**src/rtl/bpu_gshare_pkg.sv**
```systemverilog
// Shared types and helpers for the gshare branch prediction unit.
//   ctr_t        : 2-bit saturating direction counter (SNT/WNT/WT/ST)
//   CTR_RESET    : counter value after reset (weakly not-taken)
//   btb_entry_t  : one BTB line {valid, tag, target, is_jmp}
//   sat_update() : next counter value given the resolved outcome
// Tag and target fields are sized for the widest supported address (32 bits);
// the BTB zero-extends narrower values into them, so the struct does not need
// to change when BTB_ENTRIES changes the live tag width.
package bpu_pkg;

  typedef enum logic [1:0] {
    SNT = 2'b00,
    WNT = 2'b01,
    WT  = 2'b10,
    ST  = 2'b11
  } ctr_t;

  localparam ctr_t CTR_RESET = WNT;

  localparam int unsigned TAG_MAX_W = 32;
  localparam int unsigned TGT_MAX_W = 32;

  typedef struct packed {
    logic                 valid;
    logic [TAG_MAX_W-1:0] tag;
    logic [TGT_MAX_W-1:0] target;
    logic                 is_jmp;
  } btb_entry_t;

  // Saturating increment on taken, saturating decrement on not-taken.
  function automatic ctr_t sat_update(input ctr_t ctr, input logic taken);
    ctr_t nxt;
    case (ctr)
      SNT:     nxt = taken ? WNT : SNT;
      WNT:     nxt = taken ? WT  : SNT;
      WT:      nxt = taken ? ST  : WNT;
      ST:      nxt = taken ? ST  : WT;
      default: nxt = CTR_RESET;
    endcase
    return nxt;
  endfunction

endpackage

```
**src/rtl/bpu_gshare_if.sv**
```systemverilog
// Pipeline <-> BPU connection bundle.
//   IF side : pc_i -> hit_o, predicted_pc_o, pht_idx_o
//   EX side : upd_* resolution info -> mispredict_o, redirect_pc_o
//   stats   : stat_ctrl_o, stat_mispred_o (zero unless BPU_STATS_EN)
// master = pipeline, slave = predictor.
interface bpu_gshare_if #(
  parameter int unsigned XLEN         = 32,
  parameter int unsigned PHT_IDX_BITS = 8
) ();
  logic [XLEN-1:0]         pc_i;
  logic                    hit_o;
  logic [XLEN-1:0]         predicted_pc_o;
  logic [PHT_IDX_BITS-1:0] pht_idx_o;

  logic                    upd_valid_i;
  logic [XLEN-1:0]         upd_pc_i;
  logic                    upd_is_br_i;
  logic                    upd_is_jmp_i;
  logic                    upd_taken_i;
  logic [XLEN-1:0]         upd_target_i;
  logic                    upd_pred_taken_i;
  logic [XLEN-1:0]         upd_pred_target_i;
  logic [PHT_IDX_BITS-1:0] upd_pht_idx_i;

  logic                    mispredict_o;
  logic [XLEN-1:0]         redirect_pc_o;
  logic [31:0]             stat_ctrl_o;
  logic [31:0]             stat_mispred_o;

  modport master (
    output pc_i, upd_valid_i, upd_pc_i, upd_is_br_i, upd_is_jmp_i, upd_taken_i,
           upd_target_i, upd_pred_taken_i, upd_pred_target_i, upd_pht_idx_i,
    input  hit_o, predicted_pc_o, pht_idx_o, mispredict_o, redirect_pc_o,
           stat_ctrl_o, stat_mispred_o
  );

  modport slave (
    input  pc_i, upd_valid_i, upd_pc_i, upd_is_br_i, upd_is_jmp_i, upd_taken_i,
           upd_target_i, upd_pred_taken_i, upd_pred_target_i, upd_pht_idx_i,
    output hit_o, predicted_pc_o, pht_idx_o, mispredict_o, redirect_pc_o,
           stat_ctrl_o, stat_mispred_o
  );
endinterface

```
**src/rtl/bpu_gshare_btb.sv**
```systemverilog
// Direct-mapped branch target buffer: asynchronous read, synchronous write,
// asynchronous clear.
//   clk_i, rst_ni         : clock, async active-low reset (clears all entries)
//   rd_pc                 : lookup PC -> rd_hit, rd_target, rd_is_jmp
//   wr_en, wr_pc,
//   wr_target, wr_is_jmp  : allocate/overwrite the line selected by wr_pc
// Index = pc[log2(ENTRIES)+1:2]; tag = everything above the index.
module bpu_btb
  import bpu_pkg::*;
#(
  parameter int unsigned XLEN    = 32,
  parameter int unsigned ENTRIES = 32
) (
  input  logic            clk_i,
  input  logic            rst_ni,
  input  logic [XLEN-1:0] rd_pc,
  output logic            rd_hit,
  output logic [XLEN-1:0] rd_target,
  output logic            rd_is_jmp,
  input  logic            wr_en,
  input  logic [XLEN-1:0] wr_pc,
  input  logic [XLEN-1:0] wr_target,
  input  logic            wr_is_jmp
);

  localparam int unsigned IDX_W = $clog2(ENTRIES);

  btb_entry_t mem_r [ENTRIES];
  btb_entry_t rd_entry_s;

  // Tag is the PC with the word offset and index stripped off.
  function automatic logic [TAG_MAX_W-1:0] tag_of(input logic [XLEN-1:0] pc);
    return TAG_MAX_W'(pc >> (IDX_W + 2));
  endfunction

  // Storage: clear on reset, write the addressed line on a taken resolution.
  always_ff @(posedge clk_i or negedge rst_ni) begin
    if (!rst_ni) begin
      for (int i = 0; i < int'(ENTRIES); i++) begin
        mem_r[i] <= '0;
      end
    end else if (wr_en) begin
      mem_r[wr_pc[IDX_W+1:2]] <= '{valid:  1'b1,
                                   tag:    tag_of(wr_pc),
                                   target: TGT_MAX_W'(wr_target),
                                   is_jmp: wr_is_jmp};
    end
  end

  // Read port: no bypass, a same-cycle write is seen only after the edge.
  always_comb begin
    rd_entry_s = mem_r[rd_pc[IDX_W+1:2]];
    rd_hit     = rd_entry_s.valid & (rd_entry_s.tag == tag_of(rd_pc));
    rd_target  = rd_entry_s.target[XLEN-1:0];
    rd_is_jmp  = rd_entry_s.is_jmp;
  end

endmodule

```
**src/rtl/bpu_gshare_chk.sv**
```systemverilog
// Protocol checker for the EX resolution port.
//   clk_i, rst_ni           : clock, async active-low reset
//   upd_valid, is_br, is_jmp: a resolved instruction is either a branch or a jump
module bpu_gshare_chk (
  input logic clk_i,
  input logic rst_ni,
  input logic upd_valid,
  input logic is_br,
  input logic is_jmp
);

  a_br_jmp_exclusive: assert property (
    @(posedge clk_i) disable iff (!rst_ni) !(upd_valid && is_br && is_jmp)
  );

endmodule

```
**src/rtl/bpu_gshare.sv**
```systemverilog
// gshare branch prediction unit for a 5-stage RV32I pipeline.
//   clk_i  : clock, rising edge
//   rst_ni : asynchronous active-low reset
//   bus    : bpu_gshare_if.slave -- IF lookup (pc_i -> hit_o, predicted_pc_o,
//            pht_idx_o), EX resolution (upd_* -> mispredict_o, redirect_pc_o)
//            and statistics (stat_ctrl_o, stat_mispred_o).
// Lookup is purely combinational from registered state. The PHT index
// (pc[PHT_IDX_BITS+1:2] ^ GHR) travels down the pipe so EX trains the exact
// counter that produced the prediction. GHR_BITS = 0 gives a bimodal predictor.
// Optional feature macro: BPU_STATS_EN enables the two 32-bit wrapping
// statistics counters; otherwise the stat outputs are tied to zero.
module bpu_gshare
  import bpu_pkg::*;
#(
  parameter int unsigned XLEN         = 32,
  parameter int unsigned BTB_ENTRIES  = 32,
  parameter int unsigned PHT_IDX_BITS = 8,
  parameter int unsigned GHR_BITS     = 8
) (
  input logic        clk_i,
  input logic        rst_ni,
  bpu_gshare_if.slave bus
);

  localparam int              PHT_SIZE = 2 ** PHT_IDX_BITS;
  localparam int unsigned     GHR_W    = (GHR_BITS == 0) ? 1 : GHR_BITS;
  localparam logic [XLEN-1:0] PC_INC   = {{(XLEN-3){1'b0}}, 3'b100};

  ctr_t                    pht_r [PHT_SIZE];
  logic [GHR_W-1:0]        ghr_r;
  logic [GHR_W-1:0]        ghr_nxt_s;
  logic [PHT_IDX_BITS-1:0] ghr_ext_s;
  logic [PHT_IDX_BITS-1:0] lk_idx_s;
  ctr_t                    lk_ctr_s;
  logic                    btb_hit_s;
  logic [XLEN-1:0]         btb_target_s;
  logic                    btb_is_jmp_s;
  logic                    hit_s;
  logic                    misp_s;
  logic                    btb_wr_s;
  logic                    pht_wr_s;

  bpu_btb #(
    .XLEN    (XLEN),
    .ENTRIES (BTB_ENTRIES)
  ) u_btb (
    .clk_i     (clk_i),
    .rst_ni    (rst_ni),
    .rd_pc     (bus.pc_i),
    .rd_hit    (btb_hit_s),
    .rd_target (btb_target_s),
    .rd_is_jmp (btb_is_jmp_s),
    .wr_en     (btb_wr_s),
    .wr_pc     (bus.upd_pc_i),
    .wr_target (bus.upd_target_i),
    .wr_is_jmp (bus.upd_is_jmp_i)
  );

  bpu_gshare_chk u_chk (
    .clk_i     (clk_i),
    .rst_ni    (rst_ni),
    .upd_valid (bus.upd_valid_i),
    .is_br     (bus.upd_is_br_i),
    .is_jmp    (bus.upd_is_jmp_i)
  );

  // Lookup path: gshare index, counter read, taken decision.
  always_comb begin
    ghr_ext_s = {PHT_IDX_BITS{1'b0}};
    if (GHR_BITS != 0) begin
      ghr_ext_s[GHR_W-1:0] = ghr_r;
    end else begin
      ghr_ext_s = {PHT_IDX_BITS{1'b0}};
    end
    lk_idx_s = bus.pc_i[PHT_IDX_BITS+1:2] ^ ghr_ext_s;
    lk_ctr_s = pht_r[lk_idx_s];
    // Jumps are always taken once in the BTB; branches follow the counter MSB.
    hit_s    = btb_hit_s & (btb_is_jmp_s | lk_ctr_s[1]);
  end

  // Resolution path: misprediction detect and training enables.
  always_comb begin
    // Forced low during reset so a stray update cannot redirect fetch.
    misp_s    = rst_ni & bus.upd_valid_i &
                ((bus.upd_taken_i != bus.upd_pred_taken_i) |
                 (bus.upd_taken_i & (bus.upd_target_i != bus.upd_pred_target_i)));
    btb_wr_s  = bus.upd_valid_i & bus.upd_taken_i;
    pht_wr_s  = bus.upd_valid_i & bus.upd_is_br_i;
    ghr_nxt_s = (GHR_BITS == 0) ? {GHR_W{1'b0}}
                                : ((ghr_r << 1) | GHR_W'(bus.upd_taken_i));
  end

  // Direction state: PHT counters and global history, trained by branches only.
  always_ff @(posedge clk_i or negedge rst_ni) begin
    if (!rst_ni) begin
      for (int i = 0; i < PHT_SIZE; i++) begin
        pht_r[i] <= CTR_RESET;
      end
      ghr_r <= {GHR_W{1'b0}};
    end else if (pht_wr_s) begin
      pht_r[bus.upd_pht_idx_i] <= sat_update(pht_r[bus.upd_pht_idx_i], bus.upd_taken_i);
      ghr_r                    <= ghr_nxt_s;
    end
  end

`ifdef BPU_STATS_EN
  logic [31:0] stat_ctrl_r;
  logic [31:0] stat_mispred_r;

  // Statistics: resolved control instructions and mispredictions, wrapping.
  always_ff @(posedge clk_i or negedge rst_ni) begin
    if (!rst_ni) begin
      stat_ctrl_r    <= 32'd0;
      stat_mispred_r <= 32'd0;
    end else if (bus.upd_valid_i) begin
      stat_ctrl_r <= stat_ctrl_r + 32'd1;
      if (misp_s) begin
        stat_mispred_r <= stat_mispred_r + 32'd1;
      end
    end
  end
`endif

  // Output drive.
  always_comb begin
    bus.hit_o          = hit_s;
    bus.predicted_pc_o = hit_s ? btb_target_s : (bus.pc_i + PC_INC);
    bus.pht_idx_o      = lk_idx_s;
    bus.mispredict_o   = misp_s;
    bus.redirect_pc_o  = (bus.upd_valid_i & bus.upd_taken_i) ? bus.upd_target_i
                                                             : (bus.upd_pc_i + PC_INC);
`ifdef BPU_STATS_EN
    bus.stat_ctrl_o    = stat_ctrl_r;
    bus.stat_mispred_o = stat_mispred_r;
`else
    bus.stat_ctrl_o    = 32'd0;
    bus.stat_mispred_o = 32'd0;
`endif
  end

endmodule
```
**src/flat_wrapper.sv**
```systemverilog
// flat-port wrapper written by rule: the top's interface ports become plain ports
module bpu_gshare_flat import bpu_pkg::*;
#(
  parameter int unsigned XLEN         = 32,
  parameter int unsigned BTB_ENTRIES  = 32,
  parameter int unsigned PHT_IDX_BITS = 8,
  parameter int unsigned GHR_BITS     = 8
)
  (clk_i, rst_ni, bus_pc_i, bus_upd_valid_i, bus_upd_pc_i, bus_upd_is_br_i, bus_upd_is_jmp_i, bus_upd_taken_i, bus_upd_target_i, bus_upd_pred_taken_i, bus_upd_pred_target_i, bus_upd_pht_idx_i, bus_hit_o, bus_predicted_pc_o, bus_pht_idx_o, bus_mispredict_o, bus_redirect_pc_o, bus_stat_ctrl_o, bus_stat_mispred_o);
  bpu_gshare_if #(.XLEN(XLEN), .PHT_IDX_BITS(PHT_IDX_BITS)) bus_i ();
  input logic clk_i;
  input logic rst_ni;
  input wire logic [$bits(bus_i.pc_i)-1:0] bus_pc_i;
  input wire logic [$bits(bus_i.upd_valid_i)-1:0] bus_upd_valid_i;
  input wire logic [$bits(bus_i.upd_pc_i)-1:0] bus_upd_pc_i;
  input wire logic [$bits(bus_i.upd_is_br_i)-1:0] bus_upd_is_br_i;
  input wire logic [$bits(bus_i.upd_is_jmp_i)-1:0] bus_upd_is_jmp_i;
  input wire logic [$bits(bus_i.upd_taken_i)-1:0] bus_upd_taken_i;
  input wire logic [$bits(bus_i.upd_target_i)-1:0] bus_upd_target_i;
  input wire logic [$bits(bus_i.upd_pred_taken_i)-1:0] bus_upd_pred_taken_i;
  input wire logic [$bits(bus_i.upd_pred_target_i)-1:0] bus_upd_pred_target_i;
  input wire logic [$bits(bus_i.upd_pht_idx_i)-1:0] bus_upd_pht_idx_i;
  output wire logic [$bits(bus_i.hit_o)-1:0] bus_hit_o;
  output wire logic [$bits(bus_i.predicted_pc_o)-1:0] bus_predicted_pc_o;
  output wire logic [$bits(bus_i.pht_idx_o)-1:0] bus_pht_idx_o;
  output wire logic [$bits(bus_i.mispredict_o)-1:0] bus_mispredict_o;
  output wire logic [$bits(bus_i.redirect_pc_o)-1:0] bus_redirect_pc_o;
  output wire logic [$bits(bus_i.stat_ctrl_o)-1:0] bus_stat_ctrl_o;
  output wire logic [$bits(bus_i.stat_mispred_o)-1:0] bus_stat_mispred_o;
  assign bus_i.pc_i = bus_pc_i;
  assign bus_i.upd_valid_i = bus_upd_valid_i;
  assign bus_i.upd_pc_i = bus_upd_pc_i;
  assign bus_i.upd_is_br_i = bus_upd_is_br_i;
  assign bus_i.upd_is_jmp_i = bus_upd_is_jmp_i;
  assign bus_i.upd_taken_i = bus_upd_taken_i;
  assign bus_i.upd_target_i = bus_upd_target_i;
  assign bus_i.upd_pred_taken_i = bus_upd_pred_taken_i;
  assign bus_i.upd_pred_target_i = bus_upd_pred_target_i;
  assign bus_i.upd_pht_idx_i = bus_upd_pht_idx_i;
  assign bus_hit_o = bus_i.hit_o;
  assign bus_predicted_pc_o = bus_i.predicted_pc_o;
  assign bus_pht_idx_o = bus_i.pht_idx_o;
  assign bus_mispredict_o = bus_i.mispredict_o;
  assign bus_redirect_pc_o = bus_i.redirect_pc_o;
  assign bus_stat_ctrl_o = bus_i.stat_ctrl_o;
  assign bus_stat_mispred_o = bus_i.stat_mispred_o;
  bpu_gshare #(.XLEN(XLEN), .BTB_ENTRIES(BTB_ENTRIES), .PHT_IDX_BITS(PHT_IDX_BITS), .GHR_BITS(GHR_BITS)) u_core (.clk_i(clk_i), .rst_ni(rst_ni), .bus(bus_i));
endmodule
```
**config.mk**
```make
export PLATFORM = sky130hd
export DESIGN_NAME = bpu_gshare_flat
export DESIGN_NICKNAME = d
export VERILOG_FILES = /design/src/rtl/bpu_gshare_pkg.sv /design/src/rtl/bpu_gshare_if.sv /design/src/rtl/bpu_gshare_btb.sv /design/src/rtl/bpu_gshare_chk.sv /design/src/rtl/bpu_gshare.sv /design/src/flat_wrapper.sv
export SDC_FILE = /design/constraint.sdc
export NUM_CORES = 2
export LEC_CHECK = 0
export BUFFER_PORTS_ARGS = -buffer_cell sky130_fd_sc_hd__buf_2
export CAP_MARGIN = 40
export CORE_MARGIN = 3
export CORE_UTILIZATION = 50
export DETAILED_ROUTE_END_ITERATION = 10
export PLACE_DENSITY = 0.63
export SLEW_MARGIN = 20
export SYNTH_ARGS = -nofsm -noshare
export SYNTH_HDL_FRONTEND = slang
export SYNTH_SLANG_ARGS = --single-unit
```
**constraint.sdc**
```tcl
create_clock -name clk_i -period 6.29 [get_ports clk_i]
set_input_delay 0.3145 -clock clk_i [delete_from_list [all_inputs] [get_ports clk_i]]
set_output_delay 0.3145 -clock clk_i [all_outputs]
set_load 0.05 [all_outputs]
```
==> flow_metrics.py <==
metrics = {
    "status": {
        "outcome": "finished clean",
    },
    "placed_design": {
        "place.gp.congestion": 0.888,
        "io_buffers": 216,
        "placed_cell_area_um2": 120000,
        "dp_hpwl_um": 215000,
    },
    "hold_path": {
        "hold_start": "bus_upd_target_i[1]",
        "min_path_type": "input port to register",
    },
    "route": {
        "avgRoutedWirePerCell_um": 31.0,
        "drc": 0,
        "vias_per_cell": 6.51,
        "drt_iter0_markers": 7080,
        "detail-route-antenna-nets": 0,
        "drt-pass1-iter-count": 6,
        "routed_wl_um": 351000,
        "detailroute.via_count": 73600,
    },
    "power": {
        "p_clk_share_pct": 39.1,
        "p_leak_uw": 0.0572,
        "p_int_uw": 29300,
        "power_density_nw_per_um2": 307,
        "p_comb_share_pct": 14.9,
        "vdd_drop_max_mv": 0.210,
        "p_switching_uw": 10300,
        "p_sw_share_pct": 26.0,
        "power_frac_seq_pct": 46.0,
    },
    "timing": {
        "layout_min_cycle_time_ns": 6.06,
        "fin_crit_sh_pct": 96.3,
        "worst_pin_slew_ns": 1.03,
        "drv_slew": 0,
        "hold_viol_final": 0,
        "rsz0062_at_grt": "false",
        "finClkSkew_ns": 0.0619,
        "slew_headroom_pct": 31.0,
        "timing.fmax_mhz": 165,
        "finalSetupViolations": 0,
        "tns_ns": 0,
    },
    "final_layout": {
        "seqCellArea_um2": 60600,
        "final_nets": 8259,
        "fillers": 18200,
        "utilization_pct": 56.4,
        "drive_gt1_share_pct": 46.0,
        "fin_area_um2": 129000,
        "multi_input_area_um2": 51200,
        "syn_to_final_growth_pct": 11.7,
    },
    "critical_path": {
        "path_delay_family": "buffers and inverters",
        "crit_chain": "xnor2_1 > buf_4 > inv_2 > buf_4 > mux4_2 > nand2_1 > a31oi_1 > a311oi_1 > nand4_1 > a21oi_1 > buf_4 > nor4_4 > buf_12 > a21oi_1 > nand3b_1 > buf_2",
        "timing.rr.start": "u_core.pht_r[411]",
        "arrival_ns": 5.74,
        "max_stage_delay_ns": 0.64,
        "cp_common_cell": "buf_4",
        "rrSetupSlack_ns": 2.29,
        "startpoint": "u_core.ghr_ext_s[1]",
        "cp_data_required_time_ns": 5.98,
        "worst-setup-path-type": "register to primary output",
        "startpoint_type": "register",
        "cp_slowest_cell": "a311oi_1",
        "crit_fanout": 29,
        "cp-end-kind": "primary output",
        "critPathBufInv": 6,
    },
    "logic_synthesis": {
        "yosys_warnings": 0,
        "yosysTopAreaCellShare_pct": 46.6,
        "synth-edff-count": 0,
        "synth_area_um2": 115000,
        "ys.flop_type": "dfrtp_1",
        "ys_seq_area_share_pct": 52.5,
        "syn_area_per_cell_um2": 14.2,
        "synth.most_common_cell": "dfrtp_1",
        "synthCells": 8157,
        "netlist_top_cells_count": "dfrtp_1, mux2_2, mux4_2",
        "synth_area_leader_cell": "dfrtp_1",
        "synth_cell_types": 77,
        "ys_ff_latch": 2408,
        "synth_async_sr_flop_share_pct": 100,
        "yosys-top-cells-area": "dfrtp_1, mux2_2, mux4_2",
    },
    "job": {
        "maxCapViolations": 0,
    },
    "grt": {
        "grt_first_pass_wirelength_um": 516000,
        "first_global_vias": 74100,
        "antenna_found_initial": 26,
        "grt_usage_pct": 29.5,
        "grt_remaining_overflow": 0,
        "grt_max_degree": 186,
    },
    "clock_network": {
        "htreeDepth": 5,
        "postCtsSetupRepairBufs": 0,
        "clockBufferDepth": 4,
        "cts_sinks": 2408,
        "clk_latency_ns": 0.92,
        "cts_buffers": 279,
        "path_clk_slew_ns": 0.06,
        "cts_tree": "built",
        "clockRootBuffer": "clkbuf_16",
    },
    "floorplanning": {
        "rows": 175,
        "io_pins": 281,
        "die_h_um": 487,
        "fp.dieArea_um2": 237000,
        "initial_core_util_pct": 50.5,
        "coreArea_um2": 229000,
        "die_width_um": 487,
    },
}
==> cells in the final DEF (no fill, tap or decap), types with 25 or more instances in the layout <==
cell and instances:
dfrtp_1 2152, mux2_2 1834, mux4_2 689, o21ai_0 333
clkbuf_16 286, a21oi_1 277, dfstp_2 256, a31oi_1 250
o31ai_1 250, nand2_1 228, mux2i_1 221, buf_4 221
buf_2 215, a22oi_1 96, nor2_1 89, clkbuf_1 74
xor2_1 64, conb_1 64, nand3_1 52, buf_12 52
clkbuf_8 46, xnor2_1 42, nand4_1 37, nand2b_1 35
clkinv_2 33, nor2_2 25
==> final timing paths <==
kind | end | cells after the start
worst max-delay path | bus_predicted_pc_o[6] | 16
worst min-delay path | u_core.u_btb.mem_r[1454] | 2
worst max register to register | u_core.pht_r[132] | 8
worst min register to register | u_core.u_btb.mem_r[1649] | 1
max in group asynchronous | u_core.u_btb.mem_r[1928] | 5
min in group asynchronous | u_core.u_btb.mem_r[966] | 3
==> power by group through the flow <==
stage | clock network [uW] | logic [uW] | registers (uW)
3_3_place_gp | 0 | 5700 | 18300
3_5_place_dp | 0 | 5860 | 18400
5_1_grt | 16300 | 6300 | 18400
6_report | 15500 | 5900 | 18200
4_1_cts | 15800 | 5890 | 18200
2_1_floorplan | 0 | 4080 | 18100
==> final cells by class <==
class / instances / area share, %
diodes: 15 / 0.0291
clock inverters: 50 / 0.393
well taps: 3009 / 2.92
repair buffers: 548 / 3.74
inverters: 16 / 0.0485
flip-flops and latches: 2408 / 46.9
clock buffers: 405 / 6.24
multi-input cells: 4858 / 39.7
==> layer usage <==
layer / global-route usage [%] / routed length (um) / vias to the layer above
met5: 0 / 15 / -
met4: 12.4 / 15900 / 4
met3: 5.36 / 24700 / 674
met2: 45.5 / 163000 / 2817
met1: 41.4 / 147000 / 39600
li1: - / - / 30500
==> repair_timing <==
| item | 4_1_cts | 5_1_grt |
|---|---|---|
| resized for setup | 1 | 0 |
| hold buffers | 12 | 2 |
| hold endpoints to repair | 688 | 29 |
| setup endpoints to repair | 6 | 0 |
==> registers in the layout, summed over array words and instances, names as in the netlist <==
| name | cells |
|---|---|
| u_core.u_btb.mem_r | 1888 |
| u_core.pht_r | 512 |
| u_core.ghr_ext_s | 8 |
==> logic make-up (layout without fill, tap and decap cells) <==
kind of cell,Yosys count,after routing,share of synthesized area (%)
mux,2749,2749,33.3
flops,2408,2408,52.5
compound gates,1293,1293,6.86
buf+inv,954,1019,3.85
simple gates,637,637,2.66
xor+xnor,108,108,0.819
fa+ha+maj,7,7,0.0726
other cells,1,79,0.00325
==> metrics by stage <==
stage / cells / setup slack (ns) / power [uW] / hold WS (ns)
after floorplan: 8220 / 1.70 / 22200 / 0.0189
after global placement: 10800 / 0.701 / 24000 / 0.267
after detailed placement: 10800 / 0.669 / 24300 / 0.267
after CTS: 11300 / 0.235 / 39800 / 0.00156
after global routing: 11300 / 0.0946 / 41000 / 0.0423
final: 11300 / 0.234 / 39600 / 0.0621
Power figures use the tool's default switching activity.
